**config.mk**
```make
export PLATFORM = sky130hd
export DESIGN_NAME = lmt_search_ctrl
export DESIGN_NICKNAME = d
export VERILOG_FILES = /design/src/rtl/lmt_search_ctrl.sv
export SDC_FILE = /design/constraint.sdc
export NUM_CORES = 1
export LEC_CHECK = 0
export CAP_MARGIN = 20
export CORE_AREA = 4 4 648 650
export DETAILED_ROUTE_END_ITERATION = 7
export DIE_AREA = 0 0 652 654
export HOLD_SLACK_MARGIN = 0.1
export PLACE_DENSITY = 0.3
export SLEW_MARGIN = 25
export SYNTH_ARGS = -nofsm -noshare
export SYNTH_HDL_FRONTEND = slang
export SYNTH_SLANG_ARGS = --single-unit
```
**constraint.sdc**
```tcl
create_clock -name clk -period 7 [get_ports clk]
set_clock_uncertainty 0.2 [all_clocks]
set_input_delay 1.75 -clock clk [delete_from_list [all_inputs] [get_ports clk]]
set_output_delay 1.75 -clock clk [all_outputs]
set_load 0.005 [all_outputs]
```
**src/rtl/lmt_search_ctrl.sv**
```systemverilog
// Lookup controller for the TCAM PMT pool: fans a key out to every PMT owned by
// the requested LMT, resolves the lowest-index match and keeps lookup/hit statistics.
//
// state    | meaning
// S_IDLE   | ready for a request; snapshot key, LMT and ownership mask on accept
// S_SEARCH | search_en pulse to owned PMTs
// S_WAIT   | extra pool latency beyond one cycle (skipped when SEARCH_LAT == 1)
// S_SAMPLE | pool results valid; resolve winner into response registers
// S_RESP   | response presented until resp_ready
module lmt_search_ctrl #(
  parameter int NUM_PMTS     = 32,
  parameter int DATA_WIDTH   = 32,
  parameter int ADDR_WIDTH   = 5,
  parameter int PMT_ID_WIDTH = 6,
  parameter int SEARCH_LAT   = 1
) (
  input  logic                           clk,
  input  logic                           rst,
  input  logic [NUM_PMTS-1:0]            pmt_used,
  input  logic [NUM_PMTS*8-1:0]          pmt_lmt_id,
  input  logic                           req_valid,
  output logic                           req_ready,
  input  logic [DATA_WIDTH-1:0]          req_key,
  input  logic [7:0]                     req_lmt_id,
  output logic [NUM_PMTS-1:0]            search_en,
  output logic [NUM_PMTS*DATA_WIDTH-1:0] search_key,
  input  logic [NUM_PMTS-1:0]            match_found,
  input  logic [NUM_PMTS*ADDR_WIDTH-1:0] match_addr,
  output logic                           resp_valid,
  input  logic                           resp_ready,
  output logic                           resp_hit,
  output logic                           resp_multi,
  output logic [PMT_ID_WIDTH-1:0]        resp_pmt_id,
  output logic [ADDR_WIDTH-1:0]          resp_addr,
  output logic [7:0]                     resp_lmt_id,
  output logic [31:0]                    cnt_lookup,
  output logic [31:0]                    cnt_hit
);

  localparam int CW = (SEARCH_LAT > 1) ? $clog2(SEARCH_LAT) : 1;

  typedef enum logic [2:0] {
    S_IDLE, S_SEARCH, S_WAIT, S_SAMPLE, S_RESP
  } state_t;

  state_t                  state;
  logic [NUM_PMTS-1:0]     own_mask;
  logic [NUM_PMTS-1:0]     own_mask_d;
  logic [NUM_PMTS-1:0]     hits;
  logic [DATA_WIDTH-1:0]   key_q;
  logic [7:0]              lmt_q;
  logic [CW-1:0]           wait_cnt;
  logic [31:0]             cnt_lookup_q;
  logic [31:0]             cnt_hit_q;
  logic                    hit_d;
  logic                    multi_d;
  logic [PMT_ID_WIDTH-1:0] id_d;
  logic [ADDR_WIDTH-1:0]   addr_d;

  always_comb begin
    own_mask_d = '0;
    for (int i = 0; i < NUM_PMTS; i++)
      own_mask_d[i] = pmt_used[i] && (pmt_lmt_id[i*8 +: 8] == req_lmt_id);
  end

  assign hits    = match_found & own_mask;
  assign hit_d   = |hits;
  assign multi_d = |(hits & (hits - NUM_PMTS'(1)));

  // Scan from the top so the lowest matching index is the one left standing.
  always_comb begin
    id_d   = '0;
    addr_d = '0;
    for (int i = NUM_PMTS - 1; i >= 0; i--) begin
      if (hits[i]) begin
        id_d   = PMT_ID_WIDTH'(i);
        addr_d = match_addr[i*ADDR_WIDTH +: ADDR_WIDTH];
      end
    end
  end

  assign search_key = {NUM_PMTS{key_q}};
  assign cnt_lookup = cnt_lookup_q;
  assign cnt_hit    = cnt_hit_q;

  always_ff @(posedge clk) begin
    if (rst) begin
      state        <= S_IDLE;
      req_ready    <= 1'b1;
      search_en    <= '0;
      own_mask     <= '0;
      key_q        <= '0;
      lmt_q        <= '0;
      wait_cnt     <= '0;
      resp_valid   <= 1'b0;
      resp_hit     <= 1'b0;
      resp_multi   <= 1'b0;
      resp_pmt_id  <= '0;
      resp_addr    <= '0;
      resp_lmt_id  <= '0;
      cnt_lookup_q <= '0;
      cnt_hit_q    <= '0;
    end else begin
      search_en <= '0;
      unique case (state)
        S_IDLE: begin
          if (req_valid) begin
            key_q     <= req_key;
            lmt_q     <= req_lmt_id;
            own_mask  <= own_mask_d;
            search_en <= own_mask_d;
            wait_cnt  <= CW'(SEARCH_LAT - 1);
            req_ready <= 1'b0;
            state     <= S_SEARCH;
          end
        end
        S_SEARCH: begin
          if (wait_cnt == '0) begin
            state <= S_SAMPLE;
          end else begin
            wait_cnt <= wait_cnt - CW'(1);
            state    <= S_WAIT;
          end
        end
        S_WAIT: begin
          if (wait_cnt == '0) state <= S_SAMPLE;
          else wait_cnt <= wait_cnt - CW'(1);
        end
        S_SAMPLE: begin
          resp_valid  <= 1'b1;
          resp_hit    <= hit_d;
          resp_multi  <= multi_d;
          resp_pmt_id <= id_d;
          resp_addr   <= addr_d;
          resp_lmt_id <= lmt_q;
          state       <= S_RESP;
        end
        S_RESP: begin
          if (resp_ready) begin
            resp_valid <= 1'b0;
            req_ready  <= 1'b1;
            state      <= S_IDLE;
            if (cnt_lookup_q != 32'hFFFF_FFFF) cnt_lookup_q <= cnt_lookup_q + 32'd1;
            if (resp_hit && (cnt_hit_q != 32'hFFFF_FFFF)) cnt_hit_q <= cnt_hit_q + 32'd1;
          end
        end
        default: state <= S_IDLE;
      endcase
    end
  end

endmodule
```
; ---- Word-level counts from Yosys, hierarchy flattened
; Index checks and enable logic that the tools add are counted.
[totals]
reg_bits = 195
wordCells = 188
[op_classes]
n_addsub = 4
n_eq_ne = 41
n_mux = 76
bitwise = 4
n_reduce_logical = 48
[op_table]
columns = cell, n
row1 = $eq 8x8->1, 32
row2 = $mux 6, 31
row3 = $mux 5, 33
row4 = $add 32x1->32 const B, 2
row5 = $and 32x32->32, 2
row6 = $ne 32x32->1 const B, 2
row7 = $reduce_or 32->1, 2
row8 = $logic_and 1x1->1, 33
row9 = $sub 32x1->32 const B, 1
row10 = $pmux 3 s5, 1
row11 = $reduce_and 3->1, 4
row12 = $mux 3, 3
row13 = $eq 3x2->1 const B, 2
row14 = $ne 2x2->1 const B, 3
row15 = $pmux 1 s2, 3
row16 = $reduce_and 2->1, 3
row17 = $reduce_bool 2->1, 3
row18 = $mux 1, 5
row19 = $eq 3x1->1 const B, 1
row20 = $eq 3x3->1 const B, 1
row21 = $logic_not 3->1, 1
row22 = $reduce_or 3->1, 1
row23 = $not 1->1, 2
row24 = $reduce_or 2->1, 1
row25 = $sub 1x1->1 const B, 1

; ---- Depth between registers and ports, before layout
; Gate-level depths: netlist (run 1).
[logic_depth]
ltp_word = 33
ltp_mapped = 8

; ---- Worst setup path after synthesis (run 1)
; No wires, ideal clock.
[synth_timing]
kind = input -> register
startpoint = input match_found[13]
endpoint = register resp_multi
setup_ns = 0.131
t_arrival_ns = 3.337
setup_slack_ns = 3.332
path_stages = 7
path_buffers = 1
path_cell_list = clkbuf_1 -> a22oi_1 -> nand4_1 -> nor4_1 -> a21oi_1 -> nor4_1 -> a211oi_1
[synth_via]
elab_chain_len = 4
[synth_lines]
columns = item, line_no
row1 = from (decl), 27  ; input logic [NUM_PMTS-1:0] match_found,
row2 = $and 32x32->32 (*), 66  ; assign hits = match_found & own_mask;
row3 = $sub 32x1->32, 68  ; assign multi_d = |(hits & (hits - NUM_PMTS'(1)));
row4 = $and 32x32->32 (*), 68
row5 = $reduce_or 32->1 (*), 68
row6 = to (signal assigned), 132  ; resp_multi <= multi_d;
row7 = to (decl), 32  ; output logic resp_multi,
; Every way passes the cells marked *; elsewhere a longest branch is shown, timed or not.
; A chain may end at the register's enable or synchronous reset.

; ---- Worst setup path in the final report (run 1)
[layout_timing]
startpoint = input match_found[24]
endpoint = register resp_addr[1]
[layout_via]
elab_chain_len = 26
[layout_lines]
columns = item, line_no
row1 = $and 32x32->32, 66
row2 = $mux 5 (25 in a row), 75  ; if (hits[i]) begin
row3 = to (signal assigned), 134  ; resp_addr <= addr_d;
row4 = to (decl), 34  ; output logic [ADDR_WIDTH-1:0] resp_addr,
; No other way between the ends.

==> results of run 1 <==
-- layout make-up --
class	instances	area share, %
antenna	13	0.0882
sequential	193	10.6
tap	5474	18.6
multi-input combinational	1285	22.1
inverter	8	0.0814
timing repair buffer	1736	46.7
clock buffer	23	1.50
clock inverter	10	0.343
-- metal layers --
metal	vias up	wire length (µm)	track usage [%]
li1	9050	-	-
met1	9630	55600	6.91
met2	894	107000	17.0
met3	155	8230	1.44
met4	14	4090	1.73
met5	-	96	0
-- kinds of logic (layout without fill, tap and decap cells) --
family / after synthesis / in the layout / share of synthesized area, %
simple gates: 652 / 652 / 16.5
other cells: 1 / 14 / 0.0189
compound gates: 328 / 328 / 10.7
fa+ha+maj: 3 / 3 / 0.177
buf+inv: 1102 / 1777 / 39.7
mux: 5 / 5 / 0.278
flops: 193 / 193 / 19.5
xor+xnor: 296 / 296 / 13.1
-- where the power goes --
part	total, W	switching, W	internal [W]
clock network	0.00130	0.000641	0.000655
logic	0.00179	0.000704	0.00109
registers	0.00121	0.0000907	0.00112
total	0.00430	0.00143	0.00287
-- worst min-delay path, delay by kind of cell, from the launching register on --
kind            cells  cell delay (ps)
simple gates        1               50
compound gates      1               50
flops               1              320
-- metrics by stage --
stage | utilization (%) | power (W)
2_1_floorplan | - | 0.00213
3_3_place_gp | 8.73 | 0.00310
6_report | 8.93 | 0.00430
4_1_cts | 8.91 | 0.00452
5_1_grt | 8.92 | 0.00457
3_5_place_dp | 8.75 | 0.00309
-- registers in the layout (all words and copies together) (netlist names) --
signal and cells:
lmt_q 8, cnt_hit 32, resp_pmt_id 5, state 3
req_ready 1, resp_valid 1, resp_addr 5, resp_lmt_id 8
resp_multi 1, cnt_lookup 32, resp_hit 1, key_q 32
search_en 32, own_mask 32
-- cells in the final DEF, fill, tap and decap left out, types with 21 or more instances in the layout --
cell type / n
nand3_1: 136
xnor2_1: 276
a31oi_1: 23
nor3_1: 46
nor2_1: 74
nand4_1: 69
clkdlybuf4s50_1: 1656
o21ai_0: 57
and3_1: 30
dfxtp_1: 168
a21o_1: 33
nand2_1: 189
dfxtp_2: 22
a21oi_1: 88
buf_4: 65
clkbuf_16: 21
-- worst max path at each step --
| stage | start | endpoint | cells past startpoint |
|---|---|---|---|
| detailed placement | match_found[24] | resp_addr[1]$_SDFFE_PP0P_ | 9 |
| finish | match_found[24] | resp_addr[1]$_SDFFE_PP0P_ | 9 |
| CTS | match_found[24] | resp_addr[1]$_SDFFE_PP0P_ | 9 |
| global route | match_found[24] | resp_addr[1]$_SDFFE_PP0P_ | 9 |
| global placement | match_found[7] | resp_multi$_SDFFE_PP0P_ | 7 |
| floorplan | match_found[13] | resp_multi$_SDFFE_PP0P_ | 7 |
==> flow_metrics.env, run 1 <==
export IMPL_grt_util_all_layers_pct=7.68
export IMPL_netlist_area_um2=19800
export IMPL_cts_tree="done"
export IMPL_gr_total_overflow=0
export IMPL_leakage_nw=10.8
export IMPL_period_needed_ps=4770
export IMPL_max_stage_delay_ps=810
export IMPL_worstPathRequired_ps=7260
export IMPL_synth_top_area_share_pct=37.6
export IMPL_antenna_found_initial=51
export IMPL_nFillCells=47900
export IMPL_clock_latency_ps=570
export IMPL_core_um2=413000
export IMPL_yosys_warnings=0
export IMPL_row_count=236
export IMPL_min_period_over_period_pct=68.2
export IMPL_cts_buffers=21
export IMPL_synth_area_leaders="buf_4 (38%), dfxtp_1 (19%), xnor2_1 (12%)"
export IMPL_cts_max_path_buffers=3
export IMPL_syn_inst=2580
export IMPL_setup_viol=0
export IMPL_dp_hpwl_um=154000
export IMPL_wirelength_um=175000
export IMPL_drtAntennaViolNets=0
export IMPL_cts_htree_levels=4
export IMPL_worstSetupPathType="in -> reg"
export IMPL_clockRootBuffer="clkbuf_16"
export IMPL_maxSlewHeadroom_pct=29.3
export IMPL_cp_top_family="compound AO/OA/AOI/OAI gates"
export IMPL_cts_resized=0
export IMPL_hold_depth=2
export IMPL_dpl_cell_count=8694
export IMPL_grt_setup_unrepaired="false"
export IMPL_critPathCaptureType="register"
export IMPL_whs_ps=253
export IMPL_drtPass1Iterations=7
export IMPL_start_util_pct=4.80
export IMPL_dieArea_um2=426000
export IMPL_synth_distinct_cells=66
export IMPL_multiInputGateArea_um2=8160
export IMPL_remaining_drc_errors=0
export IMPL_cts_post_setup_buffers_inserted=0
export IMPL_cts_sink_count=193
export IMPL_hold_buffers=0
export IMPL_crit_arrival_ps=5030
export IMPL_synthFlopType="dfxtp_1"
export IMPL_slowest_stage="clkdlybuf4s50_1"
export IMPL_synth_commonest_cells="buf_4 (994), xnor2_1 (276), dfxtp_1 (193), nand2_1 (189), nand3_1 (136)"
export IMPL_status="completed"
export IMPL_die_w_um=652
export IMPL_reg2reg_from="own_mask[24]$_SDFFE_PP0P_"
export IMPL_ff_latch_area_um2=3900
export IMPL_yosysMostFrequentCell="buf_4"
export IMPL_maxSlewViolCount=0
export IMPL_io_pins=1667
export IMPL_drv_cap=0
export IMPL_path_buf_inv=3
export IMPL_rr_worst_depth=8
export IMPL_wl_per_cell_um=20.1
export IMPL_drt_iter0_markers=917
export IMPL_synth_ff_latch_count=193
export IMPL_vias=19700
export IMPL_fmax_ghz=0.209
export IMPL_clkTransAtPathRegs_ps=90
export IMPL_tightest_slew_ps=1060
export IMPL_async_flop_share_pct=0
export IMPL_pre_cts_slack_ps=1550
export IMPL_vdd_drop_max_uv=129
export IMPL_syn_avg_cell_area_um2=7.68
export IMPL_drive_above_1_share_pct=5.07
export IMPL_whs_endpoint="key_q[21]$_SDFFE_PP0P_"
export IMPL_synth_edf_count=0
export IMPL_final_area_um2=36900
export IMPL_hold_path_class="reg -> reg"
export IMPL_nNetsFinal=3771
export IMPL_finalWorstSetupSlack_ps=2230
export IMPL_io_buffers=1665
export IMPL_yosys_area_top_type="buf_4"
export IMPL_crit_fanout=8
export IMPL_grt_start_max_net_pins=56
export IMPL_crit_path_start_kind="input pin"
export IMPL_gp_congestion=0.778
export IMPL_ys_seq_area_share_pct=19.5
export IMPL_p_per_area_nw_per_um2=117
export IMPL_grt_pass1_vias=19600
export IMPL_regToRegEndpoint="resp_addr[1]$_SDFFE_PP0P_"
export IMPL_rrSetupSlack_ps=3430
export IMPL_grt_first_pass_wirelength_um=215000
export IMPL_min_from="key_q[21]$_SDFFE_PP0P_"
export IMPL_synthToLayoutAreaGrowth_pct=86.0
export IMPL_setup_tns_ps=0
export IMPL_placed_area_um2=36100
export IMPL_hold_viol_final=0
export IMPL_crit_chain="clkdlybuf4s50_1, nand2_1, a31oi_1, buf_4, o211ai_1, a2111oi_0, buf_4, o31a_1, o21ai_0"
export IMPL_vias_per_cell=2.26
export IMPL_dieHeight_um=654
export IMPL_syn_num_nets=3106
export IMPL_instances_no_fill=8742
export IMPL_path_common_cell="buf_4"
Power figures use the tool's default switching activity.
==> inputs of run 2 (changes only) <==
==> constraint.sdc (replaced) <==
create_clock -name clk -period 4.95 [get_ports clk]
set_clock_uncertainty 0.2 [all_clocks]
set_input_delay 1.2375 -clock clk [delete_from_list [all_inputs] [get_ports clk]]
set_output_delay 1.2375 -clock clk [all_outputs]
set_load 0.005 [all_outputs]
==> run 2 against run 1 <==
Compared with the run above: worst hold slack gained 1.6 ps; final cell count grew 0.53%; clock power grew 41%; register-to-register slack lost 1600 ps; die area unchanged; non-clock buffer count rose by 55; combinational power rose by 36%; critical path type unchanged; sequential power grew 48%.
==> flow_metrics.env, run 2 (same netlist as run 1, synthesis figures left out) <==
export IMPL_setup_tns_ps=0
export IMPL_cts_sink_count=193
export IMPL_gr_total_overflow=0
export IMPL_cts_htree_levels=4
export IMPL_slowest_stage="a2111oi_1"
export IMPL_swShare_pct=34.2
export IMPL_hold_path_class="reg -> reg"
export IMPL_status="completed"
export IMPL_drtPass1Iterations=6
export IMPL_crit_fanout=10
export IMPL_drt_iter0_markers=944
export IMPL_clock_latency_ps=580
export IMPL_cts_max_path_buffers=3
export IMPL_grt_pass1_vias=19800
export IMPL_synthToLayoutAreaGrowth_pct=87.7
export IMPL_pwr_share_clk_pct=30.2
export IMPL_maxSlewViolCount=0
export IMPL_fmax_ghz=0.253
export IMPL_cts_post_setup_buffers_inserted=0
export IMPL_vdd_drop_max_uv=158
export IMPL_final_area_um2=37200
export IMPL_placed_area_um2=36500
export IMPL_maxSlewHeadroom_pct=28.3
export IMPL_dpl_cell_count=8751
export IMPL_pre_cts_slack_ps=123
export IMPL_p_per_area_nw_per_um2=163
export IMPL_vias_per_cell=2.28
export IMPL_worstPathRequired_ps=5240
export IMPL_grt_first_pass_wirelength_um=216000
export IMPL_clockRootBuffer="clkbuf_16"
export IMPL_start_util_pct=4.80
export IMPL_power_switching_w=0.00207
export IMPL_min_period_over_period_pct=79.7
export IMPL_vias=20000
export IMPL_intPower_w=0.00400
export IMPL_io_pins=1667
export IMPL_hold_buffers=0
export IMPL_crit_path_start_kind="input pin"
export IMPL_antenna_found_initial=48
export IMPL_crit_chain="clkdlybuf4s50_1, and2_0, o311ai_0, o211ai_1, buf_4, a2111oi_1, o31a_1, o21ai_0"
export IMPL_max_stage_delay_ps=730
export IMPL_row_count=236
export IMPL_crit_arrival_ps=4230
export IMPL_dieHeight_um=654
export IMPL_cts_resized=0
export IMPL_io_buffers=1665
export IMPL_critPathCaptureType="register"
export IMPL_final_cell_mix="clkdlybuf4s50_1 (1,656), xnor2_1 (276), nand2_1 (189)"
export IMPL_dieArea_um2=426000
export IMPL_drv_cap=0
export IMPL_grt_util_all_layers_pct=7.68
export IMPL_cts_tree="done"
export IMPL_drive_above_1_share_pct=6.59
export IMPL_grt_start_max_net_pins=58
export IMPL_die_w_um=652
export IMPL_tightest_slew_ps=1080
export IMPL_dp_hpwl_um=155000
export IMPL_final_core_util_pct=9.01
export IMPL_grt_setup_unrepaired="false"
export IMPL_hold_viol_final=0
export IMPL_nNetsFinal=3826
export IMPL_period_needed_ps=3950
export IMPL_setup_viol=0
export IMPL_clkTransAtPathRegs_ps=100
export IMPL_combPwrFrac_pct=40.2
export IMPL_core_um2=413000
export IMPL_finalWorstSetupSlack_ps=1000
export IMPL_leakage_nw=11.0
export IMPL_wl_per_cell_um=19.9
export IMPL_p_seq_share_pct=29.6
export IMPL_remaining_drc_errors=0
export IMPL_worstSetupPathType="in -> reg"
export IMPL_final_common_cell="clkdlybuf4s50_1"
export IMPL_hold_depth=2
export IMPL_cts_buffers=21
export IMPL_instances_no_fill=8788
export IMPL_drtAntennaViolNets=0
export IMPL_rr_worst_depth=6
export IMPL_gp_congestion=0.780
export IMPL_wirelength_um=175000
==> run 2: changes by cell type in the layout (fill, tap and decap cells not counted), moves of 3 or more <==
cell,delta
a2111oi_1,+3
diode_2,-9
buf_4,+59
a2111oi_0,-3
==> run 2: worst paths after layout <==
kind | to | slack [ps] | from
min | resp_lmt_id[6]$_SDFFE_PP0P_ | 250 | lmt_q[6]$_SDFFE_PP0P_
max reg2reg | cnt_hit[21]$_SDFFE_PP0P_ | 1830 | cnt_hit[6]$_SDFFE_PP0P_
max | resp_addr[1]$_SDFFE_PP0P_ | 1000 | match_found[28]
min reg2reg | resp_lmt_id[6]$_SDFFE_PP0P_ | 250 | lmt_q[6]$_SDFFE_PP0P_
==> run 2: layout make-up <==
class / instances / area (µm²)
diodes: 4 / 10.0
well taps: 5474 / 6850
clock buffers: 23 / 543
repair buffers: 1791 / 17600
multi-input cells: 1285 / 8150
flip-flops and latches: 193 / 3910
clock inverters: 10 / 110
inverters: 8 / 30.0
fillers: 47900 / 376000
==> run 2: worst max-delay path: cells and delay by family <==
| kind | cells | cell delay, ps |
|---|---|---|
| buffers and inverters | 2 | 850 |
| AO/OA/AOI/OAI | 5 | 1770 |
| AND/OR/NAND/NOR | 1 | 370 |
==> run 2: stage by stage <==
step           hold slack (ps)  power, W
2_1_floorplan              226   0.00301
5_1_grt                    276   0.00649
6_report                   254   0.00607
3_5_place_dp               245   0.00436
4_1_cts                    257   0.00640
3_3_place_gp               237   0.00438
==> run 2: power groups by stage <==
stage                     clock network, W  registers [W]  logic, W
final                              0.00183        0.00179   0.00244
after global routing               0.00208        0.00182   0.00259
after CTS                          0.00206        0.00181   0.00252
after detailed placement                 0        0.00185   0.00251
after global placement                   0        0.00184   0.00254
after floorplan                          0        0.00175   0.00126
==> run 2: routing by layer <==
layer,part of all wire (%),routed length (µm),track usage [%],vias to the layer above
li1,-,-,-,9127
met1,32,55300,7.01,9774
met2,62,109000,17.2,992
met3,5.1,8890,1.42,128
met4,1.2,2130,0.966,4
met5,0.0080,14,0,-
